$ cat src/rtl/axis_tile_buffer.sv
// rtl/axis_tile_buffer.sv - ping-pong tile buffer between the DMA stream and the compute array
// Two banks alternate: one fills from s_axis while the other replays a complete tile to the array.
module axis_tile_buffer #(
  parameter int DATA_WIDTH = 32,
  parameter int TILE_DEPTH = 16
) (
  input  logic                  clk,
  input  logic                  reset,
  input  logic                  flush,
  input  logic                  s_axis_tvalid,
  output logic                  s_axis_tready,
  input  logic [DATA_WIDTH-1:0] s_axis_tdata,
  output logic                  arr_valid,
  input  logic                  arr_ready,
  output logic [DATA_WIDTH-1:0] arr_data,
  output logic                  arr_first,
  output logic                  arr_last,
  output logic                  busy,
  output logic [15:0]           tiles_done
);

  localparam int CW = (TILE_DEPTH > 1) ? $clog2(TILE_DEPTH) : 1;
  localparam logic [CW-1:0] LAST_IDX = CW'(TILE_DEPTH - 1);

  typedef enum logic [1:0] {
    EMPTY   = 2'd0,
    FILLING = 2'd1,
    FULL    = 2'd2
  } bank_state_t;

  bank_state_t     bank_q [2];
  bank_state_t     bank_d [2];
  logic            wr_bank_q, wr_bank_d;
  logic            rd_bank_q, rd_bank_d;
  logic [CW-1:0]   wr_cnt_q, wr_cnt_d;
  logic [CW-1:0]   rd_cnt_q, rd_cnt_d;
  logic [15:0]     tiles_q, tiles_d;
  logic            wr_fire, rd_fire;

  logic [DATA_WIDTH-1:0] mem [2][TILE_DEPTH];

  assign s_axis_tready = (bank_q[wr_bank_q] != FULL) && !flush;
  assign arr_valid     = (bank_q[rd_bank_q] == FULL);
  assign arr_data      = mem[rd_bank_q][rd_cnt_q];
  assign arr_first     = (rd_cnt_q == '0);
  assign arr_last      = (rd_cnt_q == LAST_IDX);
  assign busy          = (bank_q[0] != EMPTY) || (bank_q[1] != EMPTY);
  assign tiles_done    = tiles_q;

  assign wr_fire = s_axis_tvalid && s_axis_tready;
  assign rd_fire = arr_valid && arr_ready && !flush;

  always_ff @(posedge clk or negedge reset) begin
    if (!reset) begin
      bank_q[0] <= EMPTY;
      bank_q[1] <= EMPTY;
      wr_bank_q <= 1'b0;
      rd_bank_q <= 1'b0;
      wr_cnt_q  <= '0;
      rd_cnt_q  <= '0;
      tiles_q   <= '0;
    end else begin
      bank_q[0] <= bank_d[0];
      bank_q[1] <= bank_d[1];
      wr_bank_q <= wr_bank_d;
      rd_bank_q <= rd_bank_d;
      wr_cnt_q  <= wr_cnt_d;
      rd_cnt_q  <= rd_cnt_d;
      tiles_q   <= tiles_d;
    end
  end

  // Storage carries no reset; contents are only observed once a bank is FULL.
  always_ff @(posedge clk) begin
    if (wr_fire) begin
      mem[wr_bank_q][wr_cnt_q] <= s_axis_tdata;
    end
  end

  always_comb begin
    bank_d[0] = bank_q[0];
    bank_d[1] = bank_q[1];
    wr_bank_d = wr_bank_q;
    rd_bank_d = rd_bank_q;
    wr_cnt_d  = wr_cnt_q;
    rd_cnt_d  = rd_cnt_q;
    tiles_d   = tiles_q;

    if (flush) begin
      bank_d[0] = EMPTY;
      bank_d[1] = EMPTY;
      wr_bank_d = 1'b0;
      rd_bank_d = 1'b0;
      wr_cnt_d  = '0;
      rd_cnt_d  = '0;
    end else begin
      // Writer and reader never share a bank: the writer's bank is never FULL, the reader's always is.
      if (wr_fire) begin
        if (wr_cnt_q == LAST_IDX) begin
          bank_d[wr_bank_q] = FULL;
          wr_bank_d         = ~wr_bank_q;
          wr_cnt_d          = '0;
        end else begin
          bank_d[wr_bank_q] = FILLING;
          wr_cnt_d          = wr_cnt_q + CW'(1);
        end
      end
      if (rd_fire) begin
        if (rd_cnt_q == LAST_IDX) begin
          bank_d[rd_bank_q] = EMPTY;
          rd_bank_d         = ~rd_bank_q;
          rd_cnt_d          = '0;
          tiles_d           = tiles_q + 16'd1;
        end else begin
          rd_cnt_d          = rd_cnt_q + CW'(1);
        end
      end
    end
  end

endmodule
$ cat config.mk
export PLATFORM = sky130hd
export DESIGN_NAME = axis_tile_buffer
export DESIGN_NICKNAME = d
export VERILOG_FILES = /design/src/rtl/axis_tile_buffer.sv
export SDC_FILE = /design/constraint.sdc
export NUM_CORES = 1
export LEC_CHECK = 0
export CAP_MARGIN = 20
export CELL_PAD_IN_SITES_DETAIL_PLACEMENT = 2
export CELL_PAD_IN_SITES_GLOBAL_PLACEMENT = 2
export CORE_UTILIZATION = 30
export CTS_CLUSTER_DIAMETER = 200
export DETAILED_ROUTE_END_ITERATION = 6
export DONT_BUFFER_PORTS = 1
export GPL_TIMING_DRIVEN = 0
export PLACE_DENSITY_LB_ADDON = 0.1
export SETUP_SLACK_MARGIN = 0.15
export SLEW_MARGIN = 20
export SYNTH_ARGS = -nofsm -noshare
export SYNTH_HDL_FRONTEND = slang
export SYNTH_SLANG_ARGS = --single-unit
export TNS_END_PERCENT = 100
$ cat constraint.sdc
create_clock -name clk -period 4.95 [get_ports clk]
set_input_delay 0.495 -clock clk [delete_from_list [all_inputs] [get_ports clk]]
set_output_delay 0.495 -clock clk [all_outputs]
set_load 0.1 [all_outputs]
==> out/metrics.csv, run 1 <==
stage,metric,value,unit
cts,TritonCTS Buffers,118,
critical_path,"Critical Path, Cell by Cell","buf_2, buf_2, nand3_2, clkbuf_1, o22ai_1, o21ai_0, nand4_1, buf_16",
logic_synthesis,#FFs+latches synth,1054,
logic_synthesis,Synth Instances,2138,
grt,GRT Total Usage,0.194,
critical_path,worst setup path class,reg -> out,
sta,Final Hold Vio Count,0,
critical_path,crit path DAT,4100,ps
detailed_routing,WL per Instance,30.9,um
grt,pin count of the biggest net entering global routing,33,
critical_path,cell mode on critical path,buf_2,
cts,Max Buffers Root-to-Sink,3,
cts,root buf cell,clkbuf_16,
detailed_routing,final wirelength,132000,um
final_layout,"commonest non-fill, non-tap cell in the layout",edfxtp_1,
power_and_ir_drop,P per Cell Area,376,mW/mm2
logic_synthesis,Post-synth EDFFs,1024,
placed_design,Final HPWL DP,89500,um
detailed_routing,drt via density,5.03,
sta,Max Fclk,218,MHz
sta,min Tclk post-route,4600,ps
detailed_routing,initial DRC count,1463,
critical_path,CP max FO,10,
critical_path,crit-path leading delay family,buffers and inverters,
sta,worst hold slack,59.1,ps
sta,final worst-path cycle share,0.929,
cts,CTS tree,done,
die,Starting Density,0.304,
power_and_ir_drop,static leakage,15.1,nW
sta,Slew @ Worst Pin,1140,ps
critical_path,"slowest stage cell, crit path",o21ai_0,
logic_synthesis,post-synthesis mux area share,0.133,
placed_design,pre-CTS setup slack,661,ps
critical_path,CP required,4450,ps
worst_hold_path,HP Class,in -> reg,
die,core area,0.134,mm2
logic_synthesis,yosys warns,0,
sta,final setup violation count,0,
sta,Max Slew Vio Count,0,
detailed_routing,Final ANT Viol Nets,0,
die,total die area,0.137,mm2
logic_synthesis,Main synth FF type,edfxtp_1,
logic_synthesis,largest family of logic cells by synthesized area,multiplexers,
critical_path,crit start category,register,
run,max_cap viols,0,
critical_path,Critical Path End Type,output port,
sta,Slew HR,0.237,
critical_path,reg2reg start,bank_q[1],
die,Die Wd,371,um
final_layout,layout net count,2439,
worst_hold_path,beginning of the worst hold path,s_axis_tdata[16],
logic_synthesis,syn_area_per_cell,19.1,um2
die,# IOs,90,
grt,number of global-route vias before repair,23700,
critical_path,CP Buf/Inv Count,4,
sta,post-route setup slack,352,ps
critical_path,Worst Setup SP,rd_cnt_q[0],
logic_synthesis,post-synthesis sequential area ratio,0.772,
die,Die Ht,371,um
logic_synthesis,"FFs w/ async S/R, synth",0.0285,
logic_synthesis,xor and xnor area share after synthesis,0.00365,
grt,first-pass GRT wire length,185000,um
grt,gr ovfl total,0,
final_layout,fraction of layout cells with a size suffix above 1,0.202,
grt,initial antenna violation count,2,
sta,Fin Clk Skew,21.0,ps
critical_path,CP peak stage delay,630,ps
cts,htree depth,3,
logic_synthesis,Compound-Gate Fraction of Synth Area,0.0435,
logic_synthesis,fraction of the mapped netlist area in adder cells,0.00215,
final_layout,Area Growth Syn to Fin,21.7,%
detailed_routing,DRC violations left,0,
die,FP Rows,134,
run_status,status,"complete, no violations",
detailed_routing,router iterations before antenna repair,5,
logic_synthesis,synthesized cell area,0.0408,mm2
logic_synthesis,simple-gate share of the synthesized area,0.0306,
placed_design,GPL Wtd Cong,0.749,
placed_design,number of I/O port buffers,0,
cts,later-pin clock latency in the skew report,730,ps
cts,Sink Count,1054,
logic_synthesis,Synth Net Count,2182,
sta,RSZ-0062 raised after global routing,no,
final_layout,most frequent cells in the layout,"1,024 x edfxtp_1, 324 x mux2i_1, 118 x clkbuf_16",
logic_synthesis,Cell variety after synth,48,
power_and_ir_drop,Worst VDD drop,0.000277,V
cts,clock input transition at the sequential cells of the worst setup and hold paths,60,ps
detailed_routing,via count,21500,
critical_path,R2R Setup Slk,1320,ps
final_layout,fillers,12900,
[layout make-up]
cell class | instances | area [um2] | area share
Antenna cell | 4 | 10.0 | 0.000202
Sequential cell | 1054 | 31500 | 0.635
Buffer | 117 | 574 | 0.0116
Clock buffer | 150 | 3120 | 0.0629
Tap cell | 1768 | 2210 | 0.0446
Timing Repair Buffer | 137 | 2720 | 0.0548
Multi-Input combinational cell | 955 | 8950 | 0.180
Clock inverter | 68 | 497 | 0.0100
Inverter | 12 | 45.0 | 0.000907
[flip-flops by register name (all words and copies together), names as in the netlist]
register	cells
wr_bank_q	1
mem	1024
rd_cnt_q	4
rd_bank_q	1
tiles_done	16
bank_q	4
wr_cnt_q	4
[synth_stat cells (8+ instances only)]
master / n / area share
mux2i_1: 324 / 0.080
buf_4: 12 / 0.0022
a22oi_1: 120 / 0.022
a211oi_1: 10 / 0.0018
nand2_1: 66 / 0.0061
nand4_1: 27 / 0.0041
mux4_2: 96 / 0.053
inv_1: 12 / 0.0011
nor2_1: 42 / 0.0039
o221ai_1: 8 / 0.0017
nand3_1: 72 / 0.0088
dfrtp_1: 30 / 0.018
xnor2_1: 12 / 0.0026
buf_2: 50 / 0.0061
clkbuf_1: 48 / 0.0044
edfxtp_1: 1024 / 0.75
o22ai_1: 33 / 0.0051
a21oi_1: 60 / 0.0074
o21ai_0: 15 / 0.0018
[timing repair]
item / CTS / global route
buffers inserted: 1 / 0
hold buffers: 36 / 0
gates resized for setup: 6 / 5
setup endpoints to repair: 13 / 3
endpoints found under the hold margin: 1054 / 0
pin swaps: 2 / 1
[per-stage QoR]
step / std cells / power, mW / utilization / area, um2 / setup TNS (ps)
floorplan: 2138 / 10.2 / - / 40800 / 0
global placement: 3906 / 10.2 / 0.321 / 43000 / -997620
detailed placement: 4006 / 10.3 / 0.338 / 45300 / 0
CTS: 4261 / 18.9 / 0.370 / 49600 / 0
global route: 4261 / 19.2 / 0.370 / 49600 / 0
finish: 4265 / 18.6 / 0.370 / 49600 / 0
[final timing paths]
kind                       depth (start not counted)            end
min in group asynchronous                          2  tiles_done[2]
hold reg to reg                                    2      bank_q[3]
setup reg to reg                                   7    mem[1][221]
max in group asynchronous                          2      wr_bank_q
setup / recovery                                   8   arr_data[11]
hold / removal                                     1     mem[0][48]
[cells by family (layout without fill, tap and decap cells)]
kind of cell | after synthesis | in the layout
AO/OA/AOI/OAI | 257 | 257
XOR/XNOR | 17 | 17
flip-flops | 1054 | 1054
multiplexers | 421 | 421
other | 0 | 4
AND/OR/NAND/NOR | 253 | 253
buffers and inverters | 129 | 484
adder cells (fa/ha/maj) | 7 | 7
[worst register-to-register path: stages, from the launching register on]
cell and delay (ps):
dfrtp_1 420, nor2b_1 230, a2111oi_4 570, nand2_1 570, nor3_2 760, buf_4 320, buf_4 220, buf_4 230
[per-layer routing]
| layer | GRT usage | routed length [um] | vias up | share of wire |
|---|---|---|---|---|
| met1 | 0.257 | 58400 | 11700 | 0.44 |
| met2 | 0.334 | 66400 | 359 | 0.50 |
| li1 | - | - | 9256 | - |
| met3 | 0.0284 | 4260 | 161 | 0.032 |
| met5 | 0 | 0 | - | 0 |
| met4 | 0.0458 | 2800 | 0 | 0.021 |
[where the power goes]
group	leakage (nW)	internal (mW)	switching, mW
clock network	1.76	4.74	3.61
registers	9.63	9.81	0.00761
logic	3.75	0.142	0.335
Power figures use the tool's default switching activity.
==> inputs of run 2 (changes only) <==
Settings changed: ABC_AREA from default to 1, SLEW_MARGIN 20 to default.
==> run 2 against run 1 <==
Against the previous run:
- final cell count up 45%
- clock skew down 3.8 ps
- cell area increased by 4.8%
- global-route usage increased by 4.2 points
- sequential share of layout area fell by 2.9 points
- wire length up 31%
- synthesized cell count grew 85%
- clock-buffer cell count rose by 24
- first-iteration DRC count is 39% higher
- worst setup slack worse by 130 ps
- worst hold slack improved by 12 ps
- critical endpoint is now arr_data[31]
- highest routed layer unchanged
==> out/metrics.csv, run 2 <==
stage,metric,value,unit
placed_design,Final HPWL DP,119000,um
logic_synthesis,post-synthesis sequential area ratio,0.720,
grt,initial antenna violation count,8,
final_layout,Layout Cells excl Fill,6181,
logic_synthesis,Synth Instances,3960,
grt,gr ovfl total,0,
placed_design,number of I/O port buffers,0,
cts,CTS tree,done,
sta,post-route setup slack,222,ps
logic_synthesis,cell with the most instances after synthesis,nand2_1,
final_layout,Area Growth Syn to Fin,19.0,%
die,# IOs,90,
power_and_ir_drop,Worst VDD drop,0.000255,V
detailed_routing,via count,30500,
die,Die Wd,384,um
run_status,status,"complete, no violations",
grt,GRT Total Usage,0.236,
logic_synthesis,Post-synth EDFFs,1024,
critical_path,CP max FO,10,
sta,final setup violation count,0,
die,Die Ht,384,um
critical_path,Critical Path End Type,output port,
detailed_routing,router iterations before antenna repair,5,
cts,Max Buffers Root-to-Sink,3,
logic_synthesis,most instantiated cells after synthesis,"1,548 x nand2_1, 1,024 x edfxtp_1, 684 x nand3_1",
sta,min Tclk post-route,4730,ps
logic_synthesis,Cell variety after synth,31,
critical_path,crit path DAT,4230,ps
final_layout,most frequent cells in the layout,"1,531 x nand2_1, 1,024 x edfxtp_1, 684 x nand3_1",
final_layout,layout net count,4214,
sta,worst hold slack,71.0,ps
sta,Slew @ Worst Pin,1170,ps
logic_synthesis,top cell type's share of synthesized area,0.703,
placed_design,placed insts,5905,
sta,Max Fclk,212,MHz
die,core area,0.144,mm2
detailed_routing,final wirelength,173000,um
final_layout,"commonest non-fill, non-tap cell in the layout",nand2_1,
logic_synthesis,Main synth FF type,edfxtp_1,
run,max_cap viols,0,
die,total die area,0.147,mm2
final_layout,post-layout util,0.361,
detailed_routing,Final ANT Viol Nets,0,
logic_synthesis,"top cells by area, synth","edfxtp_1 70%, nand2_1 13%, nand3_1 7.8%",
final_layout,fraction of layout cells with a size suffix above 1,0.105,
sta,Final Hold Vio Count,0,
die,Starting Density,0.303,
power_and_ir_drop,static leakage,19.6,nW
power_and_ir_drop,P per Cell Area,376,mW/mm2
cts,clock input transition at the sequential cells of the worst setup and hold paths,60,ps
detailed_routing,drt via density,4.94,
logic_synthesis,yosys warns,0,
sta,Slew HR,0.215,
sta,Max Slew Vio Count,0,
cts,htree depth,4,
cts,Sink Count,1054,
sta,RSZ-0062 raised after global routing,no,
logic_synthesis,syn_area_per_cell,11.0,um2
placed_design,pre-CTS setup slack,794,ps
final_layout,Largest register FFs,1024,
critical_path,crit start category,register,
grt,number of global-route vias before repair,32700,
detailed_routing,initial DRC count,2034,
logic_synthesis,"FFs w/ async S/R, synth",0.0285,
detailed_routing,DRC violations left,0,
critical_path,CP required,4450,ps
sta,final worst-path cycle share,0.955,
die,FP Rows,139,
sta,Fin Clk Skew,17.2,ps
cts,root buf cell,clkbuf_16,
placed_design,GPL Wtd Cong,0.807,
final_layout,Top reg by flops,mem,
grt,first-pass GRT wire length,245000,um
grt,pin count of the biggest net entering global routing,33,
cts,later-pin clock latency in the skew report,730,ps
critical_path,worst setup path class,reg -> out,
logic_synthesis,Synth Net Count,4004,
worst_hold_path,HP Class,in -> reg,
logic_synthesis,#FFs+latches synth,1054,
detailed_routing,WL per Instance,28.0,um
logic_synthesis,synthesized cell area,0.0437,mm2
power_and_ir_drop,total power,19.6,mW
cts,TritonCTS Buffers,131,
logic_synthesis,Synth area leader,edfxtp_1,
[run 2: cell count changes after synthesis, sizes merged, moves of 33 or more]
| cell | previous run | this run |
|---|---|---|
| mux4 | 96 | 0 |
| buf | 69 | 173 |
| nand3 | 73 | 685 |
| o22ai | 33 | 0 |
| a22oi | 120 | 0 |
| a21oi | 60 | 27 |
| nor2 | 42 | 112 |
| inv | 12 | 253 |
| nand2 | 66 | 1549 |
| mux2i | 324 | 1 |
[run 2: report_power, final]
| part | internal [mW] | total (mW) | switching, mW |
|---|---|---|---|
| Combinational | 0.0941 | 0.511 | 0.417 |
| Clock | 5.43 | 9.22 | 3.79 |
| Sequential | 9.82 | 9.82 | 0.00916 |
[run 2: what timing repair did]
action,CTS,global route
hold buffers,35,0
setup endpoints to repair,15,4
resized for setup,16,4
setup buffers,0,0
pin swaps,0,0
endpoints found under the hold margin,1060,0
[run 2: cell type report]
cell class	instances	area, um2
flip-flops and latches	1054	31500
repair buffers	77	1560
clock buffers	174	3630
multi-input cells	2438	10600
clock inverters	59	418
well taps	1903	2380
plain buffers	213	1020
diodes	8	20.0
fillers	15000	92100
inverters	255	957
[run 2: logic make-up (layout without fill, tap and decap cells)]
| group | Yosys count | after routing | share of synthesized area |
|---|---|---|---|
| simple gates | 2365 | 2365 | 0.224 |
| flops | 1054 | 1054 | 0.720 |
| buf+inv | 468 | 778 | 0.0451 |
| compound gates | 56 | 56 | 0.00655 |
| xor+xnor | 9 | 9 | 0.00180 |
| fa+ha+maj | 7 | 7 | 0.00200 |
| mux | 1 | 1 | 0.000229 |
| other cells | 0 | 8 | 0 |
[run 2: metal layers]
metal,part of all wire,GRT usage,vias to the layer above
li1,-,-,13800
met1,0.45,0.314,15900
met2,0.49,0.401,574
met3,0.038,0.0311,179
met4,0.026,0.0683,0
met5,0,0,-
[run 2: path summary, 6_finish.rpt]
| check | startpoint | to | slack [ps] | cells after the start |
|---|---|---|---|---|
| min reg2reg | bank_q[0] | bank_q[0] | 520 | 2 |
| max | rd_bank_q | arr_data[31] | 220 | 9 |
| max reg2reg | wr_bank_q | mem[0][42] | 1480 | 7 |
| max in group asynchronous | reset | rd_cnt_q[0] | 4470 | 2 |
| min in group asynchronous | reset | tiles_done[4] | 260 | 2 |
| min | s_axis_tdata[13] | mem[0][45] | 70 | 1 |
[run 2: critical path, cell delays in order, from the launching register on]
cell     delay (ps)
dfrtp_1         440
inv_2           380
buf_2           500
buf_1           680
a21oi_1         250
nor2_1          190
nor2_1           80
nand2_1          60
nand2_1         170
inv_1           670
[run 2: stage by stage]
stage                     area, um2  setup TNS [ps]
final                         52000               0
after global routing          52000               0
after CTS                     52000               0
after detailed placement      47200               0
after global placement        46100         -240840
after floorplan               43700               0
